==> src/rtl/vga_scan_gen.sv <==
// 640x480@60 raster generator with delayed syncs, divider-free scaled
// source coordinates, ROM address and frame markers.
module vga_scan_gen #(
   parameter int H_VIS      = 640,
   parameter int H_FP       = 16,
   parameter int H_SYNC     = 96,
   parameter int H_BP       = 48,
   parameter int V_VIS      = 480,
   parameter int V_FP       = 10,
   parameter int V_SYNC     = 2,
   parameter int V_BP       = 33,
   parameter int SRC_W      = 110,
   parameter int SRC_H      = 96,
   parameter int ADDR_W     = 14,
   parameter int SYNC_DELAY = 2
) (
   input  logic              vga_clk,
   input  logic              reset_n,
   output logic [9:0]        DrawX,
   output logic [9:0]        DrawY,
   output logic              blank,
   output logic              hs,
   output logic              vs,
   output logic [9:0]        src_x,
   output logic [9:0]        src_y,
   output logic [ADDR_W-1:0] rom_addr,
   output logic              frame_start,
   output logic [15:0]       frame_count
);

   localparam int H_TOT = H_VIS + H_FP + H_SYNC + H_BP;
   localparam int V_TOT = V_VIS + V_FP + V_SYNC + V_BP;
   localparam int AXW   = $clog2(H_VIS + SRC_W);
   localparam int AYW   = $clog2(V_VIS + SRC_H);

   localparam logic [9:0] H_LAST  = 10'(H_TOT - 1);
   localparam logic [9:0] V_LAST  = 10'(V_TOT - 1);
   localparam logic [9:0] H_VIS_C = 10'(H_VIS);
   localparam logic [9:0] V_VIS_C = 10'(V_VIS);
   localparam logic [9:0] HS_ON   = 10'(H_VIS + H_FP);
   localparam logic [9:0] HS_OFF  = 10'(H_VIS + H_FP + H_SYNC);
   localparam logic [9:0] VS_ON   = 10'(V_VIS + V_FP);
   localparam logic [9:0] VS_OFF  = 10'(V_VIS + V_FP + V_SYNC);

   localparam logic [AXW-1:0]    SW_X = AXW'(SRC_W);
   localparam logic [AXW-1:0]    HV_X = AXW'(H_VIS);
   localparam logic [AYW-1:0]    SH_Y = AYW'(SRC_H);
   localparam logic [AYW-1:0]    VV_Y = AYW'(V_VIS);
   localparam logic [ADDR_W-1:0] SW_A = ADDR_W'(SRC_W);

   logic [9:0]        x_q, x_d;
   logic [9:0]        y_q, y_d;
   logic [AXW-1:0]    acc_x_q, acc_x_d;
   logic [AYW-1:0]    acc_y_q, acc_y_d;
   logic [9:0]        src_x_q, src_x_d;
   logic [9:0]        src_y_q, src_y_d;
   logic [ADDR_W-1:0] row_base_q, row_base_d;
   logic [ADDR_W-1:0] rom_addr_q, rom_addr_d;
   logic [15:0]       frame_cnt_q, frame_cnt_d;

   logic           eol;
   logic           eof;
   logic           nxt_vis;
   logic [AXW-1:0] t_x;
   logic [AYW-1:0] t_y;
   logic           hs_raw;
   logic           vs_raw;

   always_comb begin
      eol         = (x_q == H_LAST);
      eof         = eol && (y_q == V_LAST);
      x_d         = eol ? 10'd0 : x_q + 10'd1;
      y_d         = y_q;
      frame_cnt_d = frame_cnt_q;
      if (eol) begin
         y_d = eof ? 10'd0 : y_q + 10'd1;
      end
      if (eof) begin
         frame_cnt_d = frame_cnt_q + 16'd1;
      end

      // horizontal step: acc_x tracks (DrawX*SRC_W) mod H_VIS
      t_x     = acc_x_q + SW_X;
      acc_x_d = '0;
      src_x_d = '0;
      if (x_d != 10'd0 && x_d < H_VIS_C && y_d < V_VIS_C) begin
         if (t_x >= HV_X) begin
            acc_x_d = t_x - HV_X;
            src_x_d = src_x_q + 10'd1;
         end else begin
            acc_x_d = t_x;
            src_x_d = src_x_q;
         end
      end

      t_y        = acc_y_q + SH_Y;
      acc_y_d    = acc_y_q;
      src_y_d    = src_y_q;
      row_base_d = row_base_q;
      if (eol) begin
         if (y_d == 10'd0 || y_d >= V_VIS_C) begin
            acc_y_d    = '0;
            src_y_d    = '0;
            row_base_d = '0;
         end else if (t_y >= VV_Y) begin
            acc_y_d    = t_y - VV_Y;
            src_y_d    = src_y_q + 10'd1;
            row_base_d = row_base_q + SW_A;
         end else begin
            acc_y_d = t_y;
         end
      end

      nxt_vis    = (x_d < H_VIS_C) && (y_d < V_VIS_C);
      rom_addr_d = '0;
      if (nxt_vis) begin
         rom_addr_d = row_base_d + ADDR_W'(src_x_d);
      end
   end

   always_ff @(posedge vga_clk or negedge reset_n) begin
      if (!reset_n) begin
         x_q         <= '0;
         y_q         <= '0;
         acc_x_q     <= '0;
         acc_y_q     <= '0;
         src_x_q     <= '0;
         src_y_q     <= '0;
         row_base_q  <= '0;
         rom_addr_q  <= '0;
         frame_cnt_q <= '0;
      end else begin
         x_q         <= x_d;
         y_q         <= y_d;
         acc_x_q     <= acc_x_d;
         acc_y_q     <= acc_y_d;
         src_x_q     <= src_x_d;
         src_y_q     <= src_y_d;
         row_base_q  <= row_base_d;
         rom_addr_q  <= rom_addr_d;
         frame_cnt_q <= frame_cnt_d;
      end
   end

   always_comb begin
      hs_raw = !((x_q >= HS_ON) && (x_q < HS_OFF));
      vs_raw = !((y_q >= VS_ON) && (y_q < VS_OFF));
   end

   // syncs lag the counters to line up with the ROM + colour register
   generate
      if (SYNC_DELAY == 0) begin : g_nodly
         assign hs = hs_raw;
         assign vs = vs_raw;
      end else begin : g_dly
         logic [SYNC_DELAY-1:0] hs_dly_q, hs_dly_d;
         logic [SYNC_DELAY-1:0] vs_dly_q, vs_dly_d;

         always_comb begin
            hs_dly_d    = hs_dly_q;
            vs_dly_d    = vs_dly_q;
            hs_dly_d[0] = hs_raw;
            vs_dly_d[0] = vs_raw;
            for (int i = 1; i < SYNC_DELAY; i++) begin
               hs_dly_d[i] = hs_dly_q[i-1];
               vs_dly_d[i] = vs_dly_q[i-1];
            end
         end

         always_ff @(posedge vga_clk or negedge reset_n) begin
            if (!reset_n) begin
               hs_dly_q <= '1;
               vs_dly_q <= '1;
            end else begin
               hs_dly_q <= hs_dly_d;
               vs_dly_q <= vs_dly_d;
            end
         end

         assign hs = hs_dly_q[SYNC_DELAY-1];
         assign vs = vs_dly_q[SYNC_DELAY-1];
      end
   endgenerate

   assign DrawX       = x_q;
   assign DrawY       = y_q;
   assign blank       = (x_q < H_VIS_C) && (y_q < V_VIS_C);
   assign frame_start = (x_q == 10'd0) && (y_q == 10'd0);
   assign src_x       = src_x_q;
   assign src_y       = src_y_q;
   assign rom_addr    = rom_addr_q;
   assign frame_count = frame_cnt_q;

endmodule

==> config.mk <==
export PLATFORM = sky130hd
export DESIGN_NAME = vga_scan_gen
export DESIGN_NICKNAME = d
export VERILOG_FILES = /design/src/rtl/vga_scan_gen.sv
export SDC_FILE = /design/constraint.sdc
export NUM_CORES = 1
export LEC_CHECK = 0
export CAP_MARGIN = 20
export CORE_AREA = 2 2 100 102
export CTS_CLUSTER_DIAMETER = 80
export DETAILED_ROUTE_END_ITERATION = 10
export DIE_AREA = 0 0 102 104
export PLACE_DENSITY = 0.82
export SETUP_SLACK_MARGIN = 0.4
export SLEW_MARGIN = 0
export SYNTH_ARGS = -nofsm -noshare
export SYNTH_HDL_FRONTEND = slang
export SYNTH_SLANG_ARGS = --single-unit
==> constraint.sdc <==
create_clock -name vga_clk -period 12.67 [get_ports vga_clk]
set_clock_uncertainty 0.05 [all_clocks]
set_input_delay 2.534 -clock vga_clk [delete_from_list [all_inputs] [get_ports vga_clk]]
set_output_delay 2.534 -clock vga_clk [all_outputs]
set_load 0.005 [all_outputs]
==> qor.csv, run 1 <==
stage,metric,value,unit
finish,layout.cells.most_common_list,"dfrtp_1 (98), clkdlybuf4s50_1 (74), nor2_1 (71), xnor2_1 (37), inv_1 (35)",
sta,finalWorstPathRequiredPeriod,5709,ps
status,run_status,finished clean,
route,residual_drc,0,
clock_tree,cts.clk_slew.worst_paths,100,ps
route,drtAntennaViolNets,0,
clock_tree,post_cts_hold_buffer_count,0,
worst_setup_path,worst-endpoint-arrival,5890,ps
grt,grt_max_degree,54,
sta,slew_violations,0,
grt,overflow,0,
route,avgViaCountPerCell,5.827,
route,detailedRoute.firstIterationViolations,343,
finish,fin_nets,657,
placed_design,pre_cts_slack,6966,ps
synth,postSynthNetCount,587,
sta,setup_ws,6961,ps
synth,synth.distinct_cells,64,
sta,final_min_period_over_clock_period,45.06,%
synth,synth-edff-count,0,
sta,setup_viol_count_final,0,
finish,layout-drive-gt1-share,6.132,%
placed_design,routabilityCongestion,0.9213,
sta,final.hold.worst_slack,310.4,ps
synth,yosysSeqAreaShare,46.82,%
job,drv.max_cap_violation_count,0,
floorplan,fp-row-count,36,
floorplan,die_height,104,um
worst_setup_path,timing_worst_setup_path_type,flip-flop to flip-flop,
route,routed_wl,12200,um
finish,most_frequent_standard_cell_in_the_layout_excluding_fill_and_tap_cells,dfrtp_1,
clock_tree,cts_tree,done,
grt,first_global_vias,4271,
route,route.detailed.wl_per_inst,15.87,um
synth,mean_cell_area_of_the_mapped_netlist,9.738,sq um
synth,post_synthesis_cells,561,
worst_setup_path,crit_path_start_kind,flip-flop,
floorplan,floorplan.die.width,102,um
finish,antennaDiodeCount,0,
floorplan,floorplan.initialDensity,57.21,%
power_and_ir_drop,p_leak,2.899,nW
synth,netlist_area,0.005463,sq mm
route,first_pass_iters,5,
synth,ys_ff_latch,102,
synth,dominantRegCellSynth,dfrtp_1,
clock_tree,clockBufferDepth,2,
clock_tree,post-cts-setup-buffers,0,
grt,antenna_found_initial,0,
grt,wire_length_of_the_first_global_routing_pass,20350,um
clock_tree,worst_skew_pair.late_latency,380,ps
floorplan,overall_die_area,0.01061,sq mm
power_and_ir_drop,worst_ir_drop_vdd,0.00005537,V
sta,grt_setup_unrepaired,no,
worst_hold_path,min_path_type,flip-flop to flip-flop,
power_and_ir_drop,power_per_cell_area,83.97,mW/mm^2
grt,gr_util_all_layers,23.69,%
sta,timing.final.hold_violations,0,
floorplan,core-area,0.009549,sq mm
power_and_ir_drop,total_power,0.5470,mW
worst_setup_path,worstPathRequired,12850,ps
worst_setup_path,critical_path.max_fanout,19,
floorplan,pin_count,76,
placed_design,port_buffers,75,
clock_tree,clkSinkCount,102,
clock_tree,post_cts_resize_count,0,
sta,finalSetupTns,0,ps
clock_tree,clk_root_buffer_cell,clkbuf_8,
placed_design,hpwl,8771,um
sta,worst_slew_margin_rel,45.00,%
finish,syn_to_final_growth,19.26,%
synth,yosys_warnings,0,
clock_tree,numCtsBuffers,9,
route,dr_total_vias,4481,
clock_tree,h_tree_depth,3,
worst_setup_path,worst_setup_path_end_kind,flip-flop,
sta,worstMarginPinSlew,825.1,ps
sta,timing.fmax,175.2,MHz
synth,synth_async_sr_flop_share,100.0,%
[area by class of cell]
type | count | area [sq um]
Clock inverter | 6 | 73.82
Clock buffer | 10 | 127.6
Multi-Input combinational cell | 405 | 2681
Tap cell | 133 | 166.4
Timing Repair Buffer | 78 | 777.0
Sequential cell | 102 | 2557
Inverter | 35 | 131.4
Fill cell | 739 | 3034
[metrics by stage]
stage | std cells | cell area (sq um) | util, %
6_report | 769 | 6515 | 68.23
5_1_grt | 769 | 6515 | 68.23
4_1_cts | 768 | 6501 | 68.08
3_5_place_dp | 752 | 6300 | 65.97
3_3_place_gp | 752 | 6300 | 65.97
2_1_floorplan | 561 | 5463 | -
[worst paths after layout]
check,start,to,slack [ps],depth (start not counted)
min in group asynchronous,reset_n,DrawX[4],2120,1
worst min-delay path,g_dly.hs_dly_q[0],g_dly.hs_dly_q[1],310,0
worst max register to register,DrawX[5],rom_addr[13],6960,17
max in group asynchronous,reset_n,row_base_q[4],9360,2
worst max-delay path,DrawX[5],rom_addr[13],6960,17
worst min register to register,g_dly.hs_dly_q[0],g_dly.hs_dly_q[1],310,0
[worst max-delay path, cell delays in order, from the launching register on]
cell and delay (ps):
dfrtp_1 480, or4b_4 630, or4_4 580, or3_4 410, a211oi_2 220, a31o_2 210, o21bai_4 240, a31o_1 600
nor2_1 240, ha_1 360, a21oi_1 100, o221ai_1 190, o311ai_0 290, o21ai_0 350, nor2_1 120, nor4_1 270
xor2_1 180, nor3_1 60
[where the power goes]
part / internal [mW] / leakage, nW / switching (mW)
registers: 0.325 / 1.37 / 0
logic: 0.000390 / 1.43 / 0.00604
clock network: 0.0947 / 0.102 / 0.121
total: 0.420 / 2.90 / 0.127
[registers in the layout (all words and copies together) (netlist names)]
| register | count |
|---|---|
| rom_addr | 14 |
| g_dly.hs_dly_q | 2 |
| DrawY | 10 |
| DrawX | 10 |
| acc_x_q | 9 |
| g_dly.vs_dly_q | 2 |
| row_base_q | 14 |
| acc_y_q | 5 |
| src_x | 10 |
| frame_count | 16 |
| src_y | 10 |
[cells in the mapped netlist, types with 4 or more instances]
master | count | area (sq um)
nor3_1 | 18 | 90.09
xor2_1 | 32 | 280.3
a31oi_1 | 9 | 56.30
nand3_1 | 31 | 155.2
buf_2 | 5 | 25.02
inv_1 | 35 | 131.4
xnor2_1 | 37 | 324.1
dfstp_2 | 4 | 105.1
dfrtp_1 | 98 | 2452
nand4_1 | 15 | 93.84
nor2_1 | 71 | 266.5
clkbuf_1 | 12 | 45.04
ha_1 | 23 | 287.8
a21oi_1 | 22 | 110.1
and3_1 | 8 | 50.05
and4_1 | 4 | 35.03
nand2b_1 | 5 | 31.28
o21ai_0 | 15 | 75.07
nand2_1 | 30 | 112.6
a211oi_1 | 7 | 52.55
nor4_1 | 8 | 50.05
or3_1 | 6 | 37.54
[per-layer routing]
layer  GRT usage (%)  vias to the layer above  part of all wire [%]
met3           4.234                       24                   5.6
met2           39.00                      168                    49
met1           31.42                     2185                    43
li1                -                     2104                     -
met5               0                        -                     0
met4           8.000                        0                   1.9
[cell families (layout without fill, tap and decap cells)]
kind of cell,Yosys count,count (layout),synth area share (%)
AO/OA/AOI/OAI,88,88,10.99
XOR/XNOR,69,69,11.06
adder cells (fa/ha/maj),24,24,5.635
buffers and inverters,54,129,4.100
flip-flops,102,102,46.82
multiplexers,5,5,0.9620
AND/OR/NAND/NOR,219,219,20.43
No activity file was read; power rests on OpenSTA's default activity.
==> inputs of run 2 (changes only) <==
- CORE_AREA: 2 2 100 102 -> 2 2 108 110
- DIE_AREA: 0 0 102 104 -> 0 0 110 112
- PLACE_DENSITY: 0.82 -> 0.75
- clock period: 12.67 -> 5.2 ns (I/O delays scaled with it)
==> run 2 against run 1 <==
Compared with the run above: combinational power rose by 140%; global-route usage is 2.2 points lower; register-to-register slack lost 6500 ps; die area up 16%; largest cell class unchanged.
==> qor.csv, run 2 (synthesis gave the netlist of run 1 again) <==
stage,metric,value,unit
worst_setup_path,crit_buf_inv,2,
grt,use_met1,29.60,%
sta,worstMarginPinSlew,877.5,ps
sta,setup_viol_count_final,0,
floorplan,floorplan.initialDensity,48.89,%
finish,most_frequent_standard_cell_in_the_layout_excluding_fill_and_tap_cells,dfrtp_1,
route,residual_drc,0,
sta,finalSetupTns,0,ps
floorplan,fp-row-count,39,
grt,antenna_found_initial,0,
worst_setup_path,worst-endpoint-arrival,4950,ps
worst_setup_path,critical_path.max_fanout,6,
sta,timing.final.hold_violations,0,
grt,global_route.usage.met3,3.337,%
finish,layout-drive-gt1-share,14.39,%
grt,wire_length_of_the_first_global_routing_pass,21150,um
clock_tree,worst_skew_pair.late_latency,350,ps
route,routed_wl,13020,um
clock_tree,clk_root_buffer_cell,clkbuf_16,
worst_setup_path,critical_path.top_delay_family,simple AND/OR/NAND/NOR gates,
route,first_pass_iters,5,
placed_design,hpwl,8928,um
clock_tree,numCtsBuffers,9,
finish,layout.cells.most_common_list,"dfrtp_1 (95), clkdlybuf4s50_1 (74), nor2_1 (65), xnor2_1 (37), inv_1 (35)",
clock_tree,post_cts_hold_buffer_count,0,
sta,finalWorstPathRequiredPeriod,4737,ps
clock_tree,cts_tree,done,
sta,final_min_period_over_clock_period,91.09,%
worst_setup_path,worst_setup_path_end_kind,flip-flop,
worst_setup_path,worstPathRequired,5420,ps
grt,grt_max_degree,71,
worst_hold_path,min_path_type,flip-flop to flip-flop,
status,run_status,finished clean,
worst_setup_path,slowest_delay,570,ps
clock_tree,h_tree_depth,3,
finish,fin_util,62.71,%
sta,worst_slew_margin_rel,41.50,%
sta,timing.fmax,211.1,MHz
finish,syn_to_final_growth,28.29,%
finish,largest_register_ffs,16,
finish,n_fill_cell,929,
clock_tree,clockBufferDepth,2,
floorplan,overall_die_area,0.01232,sq mm
power_and_ir_drop,worst_ir_drop_vdd,0.0001826,V
worst_setup_path,timing_worst_setup_path_type,flip-flop to flip-flop,
floorplan,core-area,0.01117,sq mm
clock_tree,clkSinkCount,102,
sta,grt_setup_unrepaired,no,
worst_setup_path,cp_slowest_cell,or4b_4,
worst_setup_path,crit_chain,or4b_4 > buf_4 > nor4_4 > a31oi_2 > or2_2 > a31o_2 > o21bai_4 > a31o_4 > buf_4 > nor2_4 > ha_1 > or2_2 > a21oi_2 > a21oi_2 > a311oi_2 > nor3_2 > xor2_1 > nor3_1,
job,drv.max_cap_violation_count,0,
sta,slew_violations,0,
route,drtAntennaViolNets,0,
placed_design,port_buffers,75,
grt,overflow,0,
power_and_ir_drop,p_leak,3.080,nW
power_and_ir_drop,power_per_cell_area,220.0,mW/mm^2
route,route.detailed.wl_per_inst,16.21,um
grt,gr-max-usage-layer,met2,
grt,groute.layer.met2.usage,33.87,%
route,dr_total_vias,4558,
floorplan,pin_count,76,
worst_setup_path,crit_path_start_kind,flip-flop,
floorplan,die_height,112,um
grt,gr_util_all_layers,21.51,%
route,avgViaCountPerCell,5.676,
grt,first_global_vias,4466,
finish,antennaDiodeCount,0,
placed_design,routabilityCongestion,0.9388,
clock_tree,cts.clk_slew.worst_paths,70,ps
finish,fin_nets,681,
floorplan,floorplan.die.width,110,um
sta,final.hold.worst_slack,310.3,ps
route,detailedRoute.firstIterationViolations,313,
run 2: final cells by class:
type / instances / area (sq um) / area share [%]
Multi-Input combinational cell: 405 / 2854 / 40.72
Sequential cell: 102 / 2561 / 36.55
Timing Repair Buffer: 102 / 958.4 / 13.68
Clock buffer: 11 / 242.7 / 3.464
Tap cell: 143 / 178.9 / 2.553
Inverter: 35 / 131.4 / 1.875
Clock inverter: 5 / 81.33 / 1.161
run 2: final timing paths:
kind / to / depth (start not counted) / slack [ps] / from
setup reg to reg: rom_addr[12] / 18 / 460 / DrawX[6]
min in group asynchronous: DrawY[0] / 1 / 760 / reset_n
hold reg to reg: g_dly.hs_dly_q[1] / 0 / 310 / g_dly.hs_dly_q[0]
hold / removal: g_dly.hs_dly_q[1] / 0 / 310 / g_dly.hs_dly_q[0]
max in group asynchronous: row_base_q[11] / 2 / 3390 / reset_n
setup / recovery: rom_addr[12] / 18 / 460 / DrawX[6]
run 2: per-layer routing:
layer  wire length [um]  vias to the layer above
met5                  0                        -
met1               5904                     2215
met4                321                        0
met2               6165                      159
met3                627                       24
li1                   -                     2160
run 2: per-stage QoR:
step | instance area (sq um) | worst slack [ps] | std cells | total power [mW]
after floorplan | 5469 | 496.1 | 561 | 0.8085
after global placement | 6379 | 387.1 | 770 | 0.8248
after detailed placement | 6379 | 202.2 | 770 | 0.8252
after CTS | 6724 | 352.6 | 786 | 1.556
after global routing | 7008 | 293.5 | 803 | 1.593
final | 7008 | 463.1 | 803 | 1.542
run 2: where the power goes:
part,switching (mW),internal [mW]
logic,0.0148,0.000935
registers,0,0.793
clock network,0.297,0.436
total,0.312,1.23
run 2: worst reg2reg max path, stage by stage, from the launching register on:
cell	delay [ps]
dfrtp_2	430
or4b_4	570
buf_4	170
nor4_4	270
a31oi_2	170
or2_2	340
a31o_2	290
o21bai_4	180
a31o_4	260
buf_4	170
nor2_4	120
ha_1	260
or2_2	340
a21oi_2	160
a21oi_2	60
a311oi_2	380
nor3_2	100
xor2_1	160
nor3_1	170
run 2: repair_timing:
| action | in CTS | in global routing |
|---|---|---|
| pin swaps | 0 | 16 |
| resized for setup | 7 | 39 |
| buffers inserted | 0 | 17 |
| setup endpoints to repair | 4 | 5 |
==> inputs of run 3 (changes only) <==
- CORE_AREA: 2 2 108 110 -> 4 4 110 112
- DIE_AREA: 0 0 110 112 -> 0 0 114 116
==> run 3 against run 2 <==
Compared with the run above: setup slack improved by 21 ps; die area increased by 7.3%; maximum frequency increased by 0.44%; critical path type unchanged.
==> qor.csv, run 3 (synthesis gave the netlist of run 1 again) <==
stage,metric,value,unit
worst_setup_path,worst_setup_path_end_kind,flip-flop,
route,dr_total_vias,4564,
finish,layout-drive-gt1-share,12.71,%
sta,worstMarginPinSlew,828.9,ps
placed_design,pre_cts_slack,91.47,ps
sta,final.hold.worst_slack,305.9,ps
worst_setup_path,worstPathRequired,5420,ps
power_and_ir_drop,switching_share,20.72,%
floorplan,fp-row-count,39,
grt,gr_util_all_layers,20.02,%
worst_setup_path,cp_slowest_cell,or4b_4,
route,avgViaCountPerCell,5.734,
floorplan,overall_die_area,0.01322,sq mm
floorplan,floorplan.die.width,114,um
worst_setup_path,critical_path.top_delay_family,simple AND/OR/NAND/NOR gates,
grt,overflow,0,
placed_design,placed_cells,771,
worst_setup_path,critical_path.max_fanout,6,
clock_tree,clkSinkCount,102,
placed_design,detailed_place.area,0.006386,sq mm
worst_setup_path,r2r_setup_slack,480,ps
worst_hold_path,start_point_of_the_worst_min_delay_path,g_dly.vs_dly_q[0],
clock_tree,cts_tree,done,
route,detailedRoute.firstIterationViolations,349,
finish,largest_register_ffs,16,
grt,grt_max_degree,67,
floorplan,die_height,116,um
worst_setup_path,path_common_cell,a21oi_2,
route,drtAntennaViolNets,0,
worst_setup_path,timing.reg2reg.worst_path_depth,18,
sta,worst_slew_margin_rel,44.74,%
sta,finalWorstPathRequiredPeriod,4716,ps
power_and_ir_drop,total_power,1.427,mW
route,first_pass_iters,5,
finish,post-route-cell-area,0.006867,sq mm
clock_tree,h_tree_depth,3,
worst_setup_path,timing_worst_setup_path_type,flip-flop to flip-flop,
power_and_ir_drop,internal_power,1.132,mW
clock_tree,clk_root_buffer_cell,clkbuf_16,
worst_setup_path,crit_path_start_kind,flip-flop,
finish,post_layout_nonfiller_instances,796,
route,residual_drc,0,
worst_setup_path,worstReg2RegStart,DrawX[5],
sta,final_min_period_over_clock_period,90.70,%
floorplan,floorplan.initialDensity,48.67,%
sta,setup_viol_count_final,0,
placed_design,routabilityCongestion,0.9053,
power_and_ir_drop,power_per_cell_area,207.9,mW/mm^2
route,route.detailed.wl_per_inst,16.55,um
power_and_ir_drop,p_seq_share,55.6,%
grt,antenna_found_initial,0,
sta,finalSetupTns,0,ps
status,run_status,finished clean,
finish,fin_nets,674,
sta,timing.fmax,212.0,MHz
placed_design,port_buffers,75,
clock_tree,cts.clk_slew.worst_paths,60,ps
finish,antennaDiodeCount,0,
power_and_ir_drop,power.clock.fraction,43.3,%
finish,syn_to_final_growth,25.70,%
sta,grt_setup_unrepaired,yes,
worst_setup_path,crit_buf_inv,0,
power_and_ir_drop,switching_power,0.2957,mW
grt,wire_length_of_the_first_global_routing_pass,21100,um
power_and_ir_drop,comb_power_share,1.1,%
finish,fin_util,61.18,%
worst_setup_path,slowest_delay,580,ps
power_and_ir_drop,worst_ir_drop_vdd,0.0002122,V
clock_tree,clockBufferDepth,2,
route,routed_wl,13180,um
worst_hold_path,timing.hold.worst_path_depth,0,
job,drv.max_cap_violation_count,0,
worst_setup_path,worst-endpoint-arrival,4930,ps
worst_hold_path,min_path_type,flip-flop to flip-flop,
power_and_ir_drop,p_leak,3.023,nW
finish,most_frequent_standard_cell_in_the_layout_excluding_fill_and_tap_cells,dfrtp_1,
sta,setup_ws,483.8,ps
sta,slew_violations,0,
floorplan,core-area,0.01122,sq mm
worst_hold_path,hold_end,g_dly.vs_dly_q[1],
worst_setup_path,worst_r2r_endpoint,rom_addr[12],
worst_setup_path,crit_chain,or4b_4 > or4_4 > or3_4 > a211oi_2 > a31o_2 > o21bai_4 > a31o_4 > nor2_2 > ha_2 > fa_2 > nand3_1 > a21oi_2 > o21ai_2 > a21oi_2 > a311oi_2 > nor3_2 > xor2_1 > nor3_1,
clock_tree,numCtsBuffers,9,
clock_tree,worst_skew_pair.late_latency,350,ps
sta,timing.final.hold_violations,0,
grt,first_global_vias,4344,
floorplan,pin_count,76,
finish,layout.cells.most_common_list,"dfrtp_1 (95), clkdlybuf4s50_1 (74), nor2_1 (66), xnor2_1 (37), inv_1 (35)",
placed_design,hpwl,9309,um
==> run 3: routing by layer <==
| layer | GRT usage, % | up-vias | part of all wire (%) | routed length [um] |
|---|---|---|---|---|
| li1 | - | 2138 | - | - |
| met5 | 0 | - | 0 | 0 |
| met2 | 32.44 | 152 | 48 | 6337 |
| met3 | 5.640 | 22 | 6.3 | 834 |
| met1 | 26.07 | 2252 | 43 | 5727 |
| met4 | 6.651 | 0 | 2.1 | 278 |
==> run 3: worst max path at each step <==
stage	start	end	cells after the start
after floorplan	DrawX[5]	rom_addr[12]	21
after global placement	DrawX[5]	rom_addr[12]	18
after detailed placement	DrawX[5]	rom_addr[13]	17
after CTS	DrawX[5]	rom_addr[12]	17
after global routing	DrawX[5]	rom_addr[12]	18
final	DrawX[5]	rom_addr[12]	18
==> run 3: area by class of cell <==
| type | instances | area (sq um) |
|---|---|---|
| clock buffer | 13 | 250.2 |
| clock inverter | 3 | 20.02 |
| fill | 933 | 4357 |
| inverter | 35 | 131.4 |
| multi-input combinational | 406 | 2830 |
| sequential | 102 | 2561 |
| tap | 143 | 178.9 |
| timing repair buffer | 94 | 894.6 |
==> run 3: repair_timing <==
action / in CTS / in global routing
cloned: 1 / 0
setup buffers: 2 / 6
resized for setup: 10 / 26
hold buffers: 0 / 0
setup endpoints to repair: 5 / 4
pin swaps: 0 / 8
==> run 3: power groups by stage <==
stage | registers [mW] | logic [mW] | clock network (mW)
global placement | 0.808 | 0.0167 | 0
detailed placement | 0.808 | 0.0172 | 0
finish | 0.793 | 0.0157 | 0.618
CTS | 0.793 | 0.0171 | 0.639
global route | 0.793 | 0.0195 | 0.669
floorplan | 0.808 | 0.00000120 | 0
